--- src/rtl/tinyqv_instr_aligner.sv ---
// Instruction aligner: turns a stream of fetch beats into aligned 16/32-bit RISC-V instructions.
// A circular halfword buffer hides 32-bit instructions straddling beat boundaries.
module tinyqv_instr_aligner #(
  parameter int                   HW_PER_BEAT = 2,
  parameter int                   DEPTH       = 4,
  parameter int                   ADDR_BITS   = 24,
  parameter logic [ADDR_BITS-1:0] RESET_PC    = '0
) (
  input  logic                      clk,
  input  logic                      rst,

  input  logic [16*HW_PER_BEAT-1:0] in_data,
  input  logic                      in_valid,
  output logic                      in_ready,
  input  logic                      in_flush,
  input  logic [ADDR_BITS-1:0]      in_flush_pc,

  output logic [31:0]               out_instr,
  output logic [1:0]                out_len,
  output logic [ADDR_BITS-1:0]      out_pc,
  output logic                      out_valid,
  input  logic                      out_ready
);

  localparam int PW = $clog2(DEPTH);
  localparam int CW = PW + 1;

  logic [15:0]          mem [DEPTH];
  logic [PW-1:0]        rd_ptr;
  logic [PW-1:0]        wr_ptr;
  logic [CW-1:0]        count;
  logic                 skip;
  logic [ADDR_BITS-1:0] pc;

  logic [15:0]          h0;
  logic [15:0]          h1;
  logic                 head_is_32;
  logic                 push;
  logic                 pop;
  logic [CW-1:0]        push_n;
  logic [CW-1:0]        pop_n;
  logic [CW-1:0]        free_n;
  logic                 skip_on_flush;
  logic                 unused_flush_pc_lsb;

  assign unused_flush_pc_lsb = in_flush_pc[0];

  // Head view: h1 is taken across the pointer wrap by the natural PW-bit overflow.
  assign h0         = mem[rd_ptr];
  assign h1         = mem[rd_ptr + PW'(1)];
  assign head_is_32 = (h0[1:0] == 2'b11);

  assign free_n   = CW'(DEPTH) - count;
  assign in_ready = (free_n >= CW'(HW_PER_BEAT));

  always_comb begin
    out_valid = 1'b0;
    out_len   = 2'b01;
    out_instr = {16'h0000, h0};
    if (head_is_32) begin
      out_len   = 2'b10;
      out_instr = {h1, h0};
      out_valid = !in_flush && (count >= CW'(2));
    end else begin
      out_valid = !in_flush && (count != '0);
    end
  end

  assign out_pc = pc;

  assign push = in_valid && in_ready && !in_flush;
  assign pop  = out_valid && out_ready;

  // A pending skip drops the low halfword of the first beat after a flush.
  always_comb begin
    push_n = '0;
    if (push) begin
      push_n = skip ? CW'(HW_PER_BEAT - 1) : CW'(HW_PER_BEAT);
    end
  end

  always_comb begin
    pop_n = '0;
    if (pop) begin
      pop_n = head_is_32 ? CW'(2) : CW'(1);
    end
  end

  assign skip_on_flush = (HW_PER_BEAT == 2) && in_flush_pc[1];

  always_ff @(posedge clk) begin
    if (rst) begin
      rd_ptr <= '0;
      wr_ptr <= '0;
      count  <= '0;
      skip   <= 1'b0;
      pc     <= RESET_PC;
    end else if (in_flush) begin
      rd_ptr <= '0;
      wr_ptr <= '0;
      count  <= '0;
      skip   <= skip_on_flush;
      pc     <= {in_flush_pc[ADDR_BITS-1:1], 1'b0};
    end else begin
      if (pop) begin
        rd_ptr <= rd_ptr + PW'(pop_n);
        pc     <= pc + ADDR_BITS'({pop_n, 1'b0});
      end
      if (push) begin
        wr_ptr <= wr_ptr + PW'(push_n);
        skip   <= 1'b0;
      end
      count <= count + push_n - pop_n;
    end
  end

  // Storage needs no reset: count alone decides which entries are live.
  always_ff @(posedge clk) begin
    if (push && !rst) begin
      for (int i = 0; i < HW_PER_BEAT; i++) begin
        if (!(skip && (i == 0))) begin
          mem[wr_ptr + PW'(i) - PW'(skip)] <= in_data[16*i +: 16];
        end
      end
    end
  end

endmodule

--- config.mk ---
export PLATFORM = sky130hd
export DESIGN_NAME = tinyqv_instr_aligner
export DESIGN_NICKNAME = d
export VERILOG_FILES = /design/src/rtl/tinyqv_instr_aligner.sv
export SDC_FILE = /design/constraint.sdc
export NUM_CORES = 1
export LEC_CHECK = 0
export CAP_MARGIN = 0
export CELL_PAD_IN_SITES_DETAIL_PLACEMENT = 0
export CELL_PAD_IN_SITES_GLOBAL_PLACEMENT = 2
export CORE_ASPECT_RATIO = 1.2
export CORE_MARGIN = 2
export CORE_UTILIZATION = 34
export CTS_CLUSTER_DIAMETER = 50
export DETAILED_ROUTE_END_ITERATION = 10
export GPL_ROUTABILITY_DRIVEN = 0
export PLACE_DENSITY_LB_ADDON = 0.1
export SYNTH_ARGS = -nofsm -noshare
export SYNTH_HDL_FRONTEND = slang
export SYNTH_SLANG_ARGS = --single-unit
--- constraint.sdc ---
create_clock -name clk -period 4.5 [get_ports clk]
set_input_delay 1.125 -clock clk [delete_from_list [all_inputs] [get_ports clk]]
set_output_delay 1.125 -clock clk [all_outputs]
set_load 0.02 [all_outputs]
# Word level (Yosys, flattened, before mapping)
# Memory sizes are Yosys's and may differ from the RTL's. A register that Yosys moved wholly into a read port is not among the register bits.
# Index checks and enable logic that the tools add are counted.
# word_totals
register_bits,32
latch_bits,0
ram_bits,64
mem_bits_ro,0
in_bits,61
output_inout_bits,60
mem_count,1
# op_classes
addsub,10
multipliers,0
n_div,0
magnitude_cmp,2
n_eq_ne,1
shift,0
muxes,18
bitwise_logic,0
n_reduce_logical,12
# memory_table
memory,depth,width,read_ports,rd_ports_with_merged_regs,wr,line_no,text
mem,4,16,2,1,2,28,logic [15:0] mem [DEPTH];
# op_table
op,count
24-bit two-way mux,2
32-bit two-way mux,1
24-bit by 4-bit adder with 24-bit output,1
2-bit two-way mux,7
1-bit two-way mux,8
3-bit by 2-bit >= comparator with 1-bit output (second input constant),2
1-bit logical AND,6
2-bit by 1-bit adder with 2-bit output (second input constant),2
2-bit adder,2
2-bit nonzero test,2
2-bit by 1-bit subtractor with 2-bit output,2
3-bit adder,1
3-bit nonzero test,1
3-bit subtractor,1
3-bit subtractor (first input constant),1
2-bit == test (second input constant),1
1-bit zero test,2
2-bit OR reduction,1

# Longest topological paths before layout
# depth
ltp_word,8
ltp_mapped,14
ltp_nobuf,14

# Worst setup path before layout
# No wires, ideal clock.
# synth_path
path_type,input to register
startpoint,in in_flush
endpoint,reg pc[15] (netlist: out_pc[15])
setup_time_ps,120
t_arrival_ps,3414
required_time_ps,4380
path_slack_ps,966
cell_stages,9
path_buffers,1
cell_sequence,clkbuf_1 -> a2111oi_4 -> ha_1 -> fa_1 -> nand2_1 -> nor3_1 -> o21ai_0 -> o21a_1 -> o31a_1
# synth_via
elab_chain_len,8
# synth_rtl
element,line_no,text
start: declaration,15,"input logic in_flush,"
1-bit zero test,"63, 65",
"1-bit logical AND, on equally long branches","65, 63",
1-bit two-way mux,60,if (head_is_32) begin
1-bit logical AND,72,assign pop = out_valid && out_ready;
2-bit two-way mux,84,if (pop) begin
24-bit by 4-bit adder with 24-bit output,107,"pc <= pc + ADDR_BITS'({pop_n, 1'b0});"
24-bit two-way mux,105,if (pop) begin
24-bit two-way mux,98,end else if (in_flush) begin
end signal: assignment,103,"pc <= {in_flush_pc[ADDR_BITS-1:1], 1'b0};"
end signal: assignment,107,
end: declaration,33,logic [ADDR_BITS-1:0] pc;
# Parallel ways exist; a longest one is shown, timed or not. The select of a mux whose other input is x is not followed.
# A chain may end at the register's enable or synchronous reset.

==> impl_summary.log <==
INFO  metric outcome = finished, final reports clean
INFO  metric critical-path-max-stage-delay = 0.65 ns
INFO  metric cellLeakagePower = 2.589 nW
INFO  metric overall_die_area = 18010 um^2
INFO  metric cp_num_buf_inv = 1
INFO  metric drcViolationCount = 0
INFO  metric grt_setup_unrepaired = false
INFO  metric wl_per_cell = between 20 and 25 um
INFO  metric drtAntennaViolNets = 0
INFO  metric synth.most_common_cell = sky130_fd_sc_hd__mux2_2
INFO  metric syn_area = approximately 5800 um^2
INFO  metric vdd_ir_drop_max = 0.0001534 V
INFO  metric r2r_path_end = out_pc[16]$_SDFFE_PP0P_
INFO  metric synth_common_cells = sky130_fd_sc_hd__mux2_2, sky130_fd_sc_hd__edfxtp_1, sky130_fd_sc_hd__dfxtp_1
INFO  metric initial_core_util = 34.47%
INFO  metric antenna_violations_before_repair = 0
INFO  metric fin_cells = around 800
INFO  metric post-route-period-util = 85.92%
INFO  metric cts_sinks = 97
INFO  metric clk_pin_slew_worst_paths = 0.06 ns
INFO  metric hold-worst-slack = 0.5157 ns
INFO  metric fp-row-count = 52
INFO  metric slew_viol_final = 0
INFO  metric post_drt_via_cell_ratio = 5.419
INFO  metric n_fill_cell = approximately 1600
INFO  metric crit_path_max_fanout = 7
INFO  metric timing.max_slew.rel_slack = a little over a third
INFO  metric met2RoutedLength = a little under 9000 um
INFO  metric ctsRootBufferMaster = sky130_fd_sc_hd__clkbuf_16
INFO  metric critPathLaunchType = register
INFO  metric cap_viol_max_count = 0
INFO  metric maximum_clock_insertion_buffer_count = 2
INFO  metric hold-path-endpoint = wr_ptr[0]$_SDFFE_PP0N_
INFO  metric primary_flip_flop_cell_chosen_by_synthesis_mapping = sky130_fd_sc_hd__edfxtp_1
INFO  metric slew_worst_pin = 0.9771 ns
INFO  metric top_level_ports = between 100 and 150
INFO  metric tritoncts.num_buffers = 9
INFO  metric grt_start_max_net_pins = 27
INFO  metric crit_path_cell_trace = mux4_2 > nand2_1 > nor2_1 > a211oi_1 > clkdlybuf4s50_1
INFO  metric power_density = 297.5 nW/um^2
INFO  metric top_cell_family_by_delay_on_the_critical_path = buffers and inverters
INFO  metric worstSetupPathType = register to output port
INFO  metric detailedRoute.firstPassIterationCount = 6
INFO  metric final-seq-area = 2582 um^2
INFO  metric hold_viol_final = 0
INFO  metric yosys.area.top_type_share = 33.35%
INFO  metric uppermost_layer_routed = met4
INFO  metric worstHoldPathCells = 2
INFO  metric flow.area_growth_from_synthesis = 31.05%
INFO  metric grt_pass1_wl = 25040 um
INFO  metric ctsHoldBuffers = 0
INFO  metric synth-seq-cells = 97
INFO  metric max_clock_freq = around 260 MHz
INFO  metric first_global_vias = ~4500
INFO  metric detail_route.iter0.violations = 228
INFO  metric dp.cells = ~790
INFO  metric place_ws = 0.4274 ns
INFO  metric finalWorstSetupSlack = 0.6338 ns
INFO  metric reg2reg_slack = 1.01 ns
INFO  metric antenna_cells = 0
INFO  metric cts_max_level = 3
INFO  metric drive_above_1_share = 24.44%
INFO  metric via_count = 4341
INFO  metric die_x = about 120 um
INFO  metric fin_total_pwr = 2.247 mW
INFO  metric grtUsageTotal = 18.61%
INFO  metric hold_class = register to register
INFO  metric synthesis.area_per_instance = 12.34 um^2
INFO  metric crit_path_top_delay_cell = sky130_fd_sc_hd__clkdlybuf4s50_1
INFO  metric dieHeight = 146.6 um
INFO  metric globalRoute.totalOverflow = 0
INFO  metric worst-endpoint-required = approximately 3.4 ns
INFO  metric multi_input_comb_area = 2967 um^2
INFO  metric synth_cell_types = 56
INFO  metric design.core.area = 16720 um^2
INFO  metric yosys-top-cells-area = sky130_fd_sc_hd__edfxtp_1, sky130_fd_sc_hd__mux2_2, sky130_fd_sc_hd__mux4_2
INFO  metric cp_num_cells = 5
INFO  metric detailed_place_hpwl = 11220 um
INFO  metric worst_r2r_path_depth = 8
INFO  metric worstSkewPairLatency = roughly 0.35 ns
INFO  metric crit_arrival = 2.74 ns
INFO  metric synthCells = 467
INFO  metric setup_viol = 0
INFO  metric netlist.top_cell.by_area = sky130_fd_sc_hd__edfxtp_1
INFO  metric routed_wirelength = between 15000 and 20000 um
INFO  metric layout_min_cycle_time = roughly 3.9 ns
INFO  metric synth_enable_flop_cells = 64
INFO  metric met3_wirelength = approximately 770 um
INFO  metric ys_warn_count = 0
INFO  metric cts.repair.resized = 0
INFO  metric holdCritStartpoint = wr_ptr[0]$_SDFFE_PP0N_
INFO  metric syn-num-nets = 542
INFO  metric tritoncts = done
INFO  metric endpoint_kind = output port
INFO  metric synth.yosys.seq_area_share = 44.81%
INFO  metric finish.net_count = 655
INFO  metric port_buffers = 118
INFO  metric post_cts.repair.setup_buffers = 0
INFO  metric met1Wirelength = 6304 um
INFO  metric asyncSetResetFlopFracSynth = 0%
INFO  metric clock-skew-final = 0.007311 ns
INFO  metric setup_total_negative_slack = 0 ns
-- registers in the layout (all words and copies together), names as in the netlist, named ones only --
register	count
out_pc	23
rd_ptr	2
mem	64
skip	1
count	3
wr_ptr	2
-- layout make-up --
type                    count  share of cell area, %
well taps                 216                  3.579
multi-input cells         313                  39.28
clock inverters             6                  1.292
flip-flops and latches     97                  34.19
repair buffers            137                  17.53
inverters                  22                  1.093
clock buffers              10                  3.032
-- per-layer routing --
layer | vias to the layer above | global-route usage, %
met3 | 21 | 2.773
met2 | 128 | 34.06
met1 | 2140 | 21.31
met4 | 0 | 7.299
met5 | - | 0
li1 | 2052 | -
-- logic make-up after synthesis --
kind of cell	after synthesis	synth area share, %
AO/OA/AOI/OAI	65	8.750
adder cells (fa/ha/maj)	14	3.430
buffers and inverters	57	4.190
multiplexers	101	25.90
AND/OR/NAND/NOR	119	10.88
other	1	0.06507
flip-flops	97	44.81
XOR/XNOR	13	1.976
-- per-stage QoR --
stage / utilization (%) / instance area [um^2]
floorplan: - / 5763
global route: 45.17 / 7552
global placement: 43.21 / 7226
CTS: 45.17 / 7552
detailed placement: 43.21 / 7226
finish: 45.17 / 7552
-- worst reg2reg max path: stages, from the launching register on --
cell and delay (ns):
sky130_fd_sc_hd__dfxtp_1 0.49, sky130_fd_sc_hd__mux4_2 0.56, sky130_fd_sc_hd__buf_4 0.23, sky130_fd_sc_hd__a2111oi_4 0.41
sky130_fd_sc_hd__ha_1 0.30, sky130_fd_sc_hd__a21o_1 0.22, sky130_fd_sc_hd__nand3_1 0.33, sky130_fd_sc_hd__or4_4 0.64
sky130_fd_sc_hd__o311ai_1 0.23
-- layout by cell type, fill, tap and decap left out, types with 3 or more instances in the layout --
master                            count
sky130_fd_sc_hd__nand2_1             21
sky130_fd_sc_hd__a2111oi_0            3
sky130_fd_sc_hd__and2_1               3
sky130_fd_sc_hd__clkbuf_16            9
sky130_fd_sc_hd__nand4_1              5
sky130_fd_sc_hd__nor2_1              21
sky130_fd_sc_hd__nand2b_1             3
sky130_fd_sc_hd__edfxtp_1            64
sky130_fd_sc_hd__nand3_1             13
sky130_fd_sc_hd__nor2b_1              3
sky130_fd_sc_hd__nor2_2               3
sky130_fd_sc_hd__nor3_1               8
sky130_fd_sc_hd__mux2i_1              4
sky130_fd_sc_hd__xnor2_1              7
sky130_fd_sc_hd__and4_1               3
sky130_fd_sc_hd__a311oi_1             6
sky130_fd_sc_hd__buf_4               19
sky130_fd_sc_hd__mux2_2              65
sky130_fd_sc_hd__fa_1                 3
sky130_fd_sc_hd__clkdlybuf4s50_1    118
sky130_fd_sc_hd__a21oi_1             10
sky130_fd_sc_hd__or3_1                3
sky130_fd_sc_hd__o21ai_0              6
sky130_fd_sc_hd__or4_1                5
sky130_fd_sc_hd__and3_1              21
sky130_fd_sc_hd__dfxtp_1             33
sky130_fd_sc_hd__o211ai_1             5
sky130_fd_sc_hd__xor2_1               6
sky130_fd_sc_hd__mux4_2              32
sky130_fd_sc_hd__inv_1               22
sky130_fd_sc_hd__ha_1                11
sky130_fd_sc_hd__o311ai_0             3
sky130_fd_sc_hd__o21a_1               4
sky130_fd_sc_hd__o311ai_1             3
sky130_fd_sc_hd__a211oi_1             5
-- worst max path at each step --
stage,from,end
finish,register,out_valid
global route,register,out_valid
CTS,register,out_valid
detailed placement,in_flush,out_pc[18]$_SDFFE_PP0P_
global placement,in_flush,out_pc[16]$_SDFFE_PP0P_
floorplan,in_flush,out_pc[15]$_SDFFE_PP0P_
-- report_power, final --
part	internal (mW)	leakage, nW	switching, mW
logic	0.190	1.58	0.179
registers	0.985	0.852	0.0328
clock network	0.497	0.160	0.363
total	1.67	2.59	0.575
(Power assumes the default switching activity.)
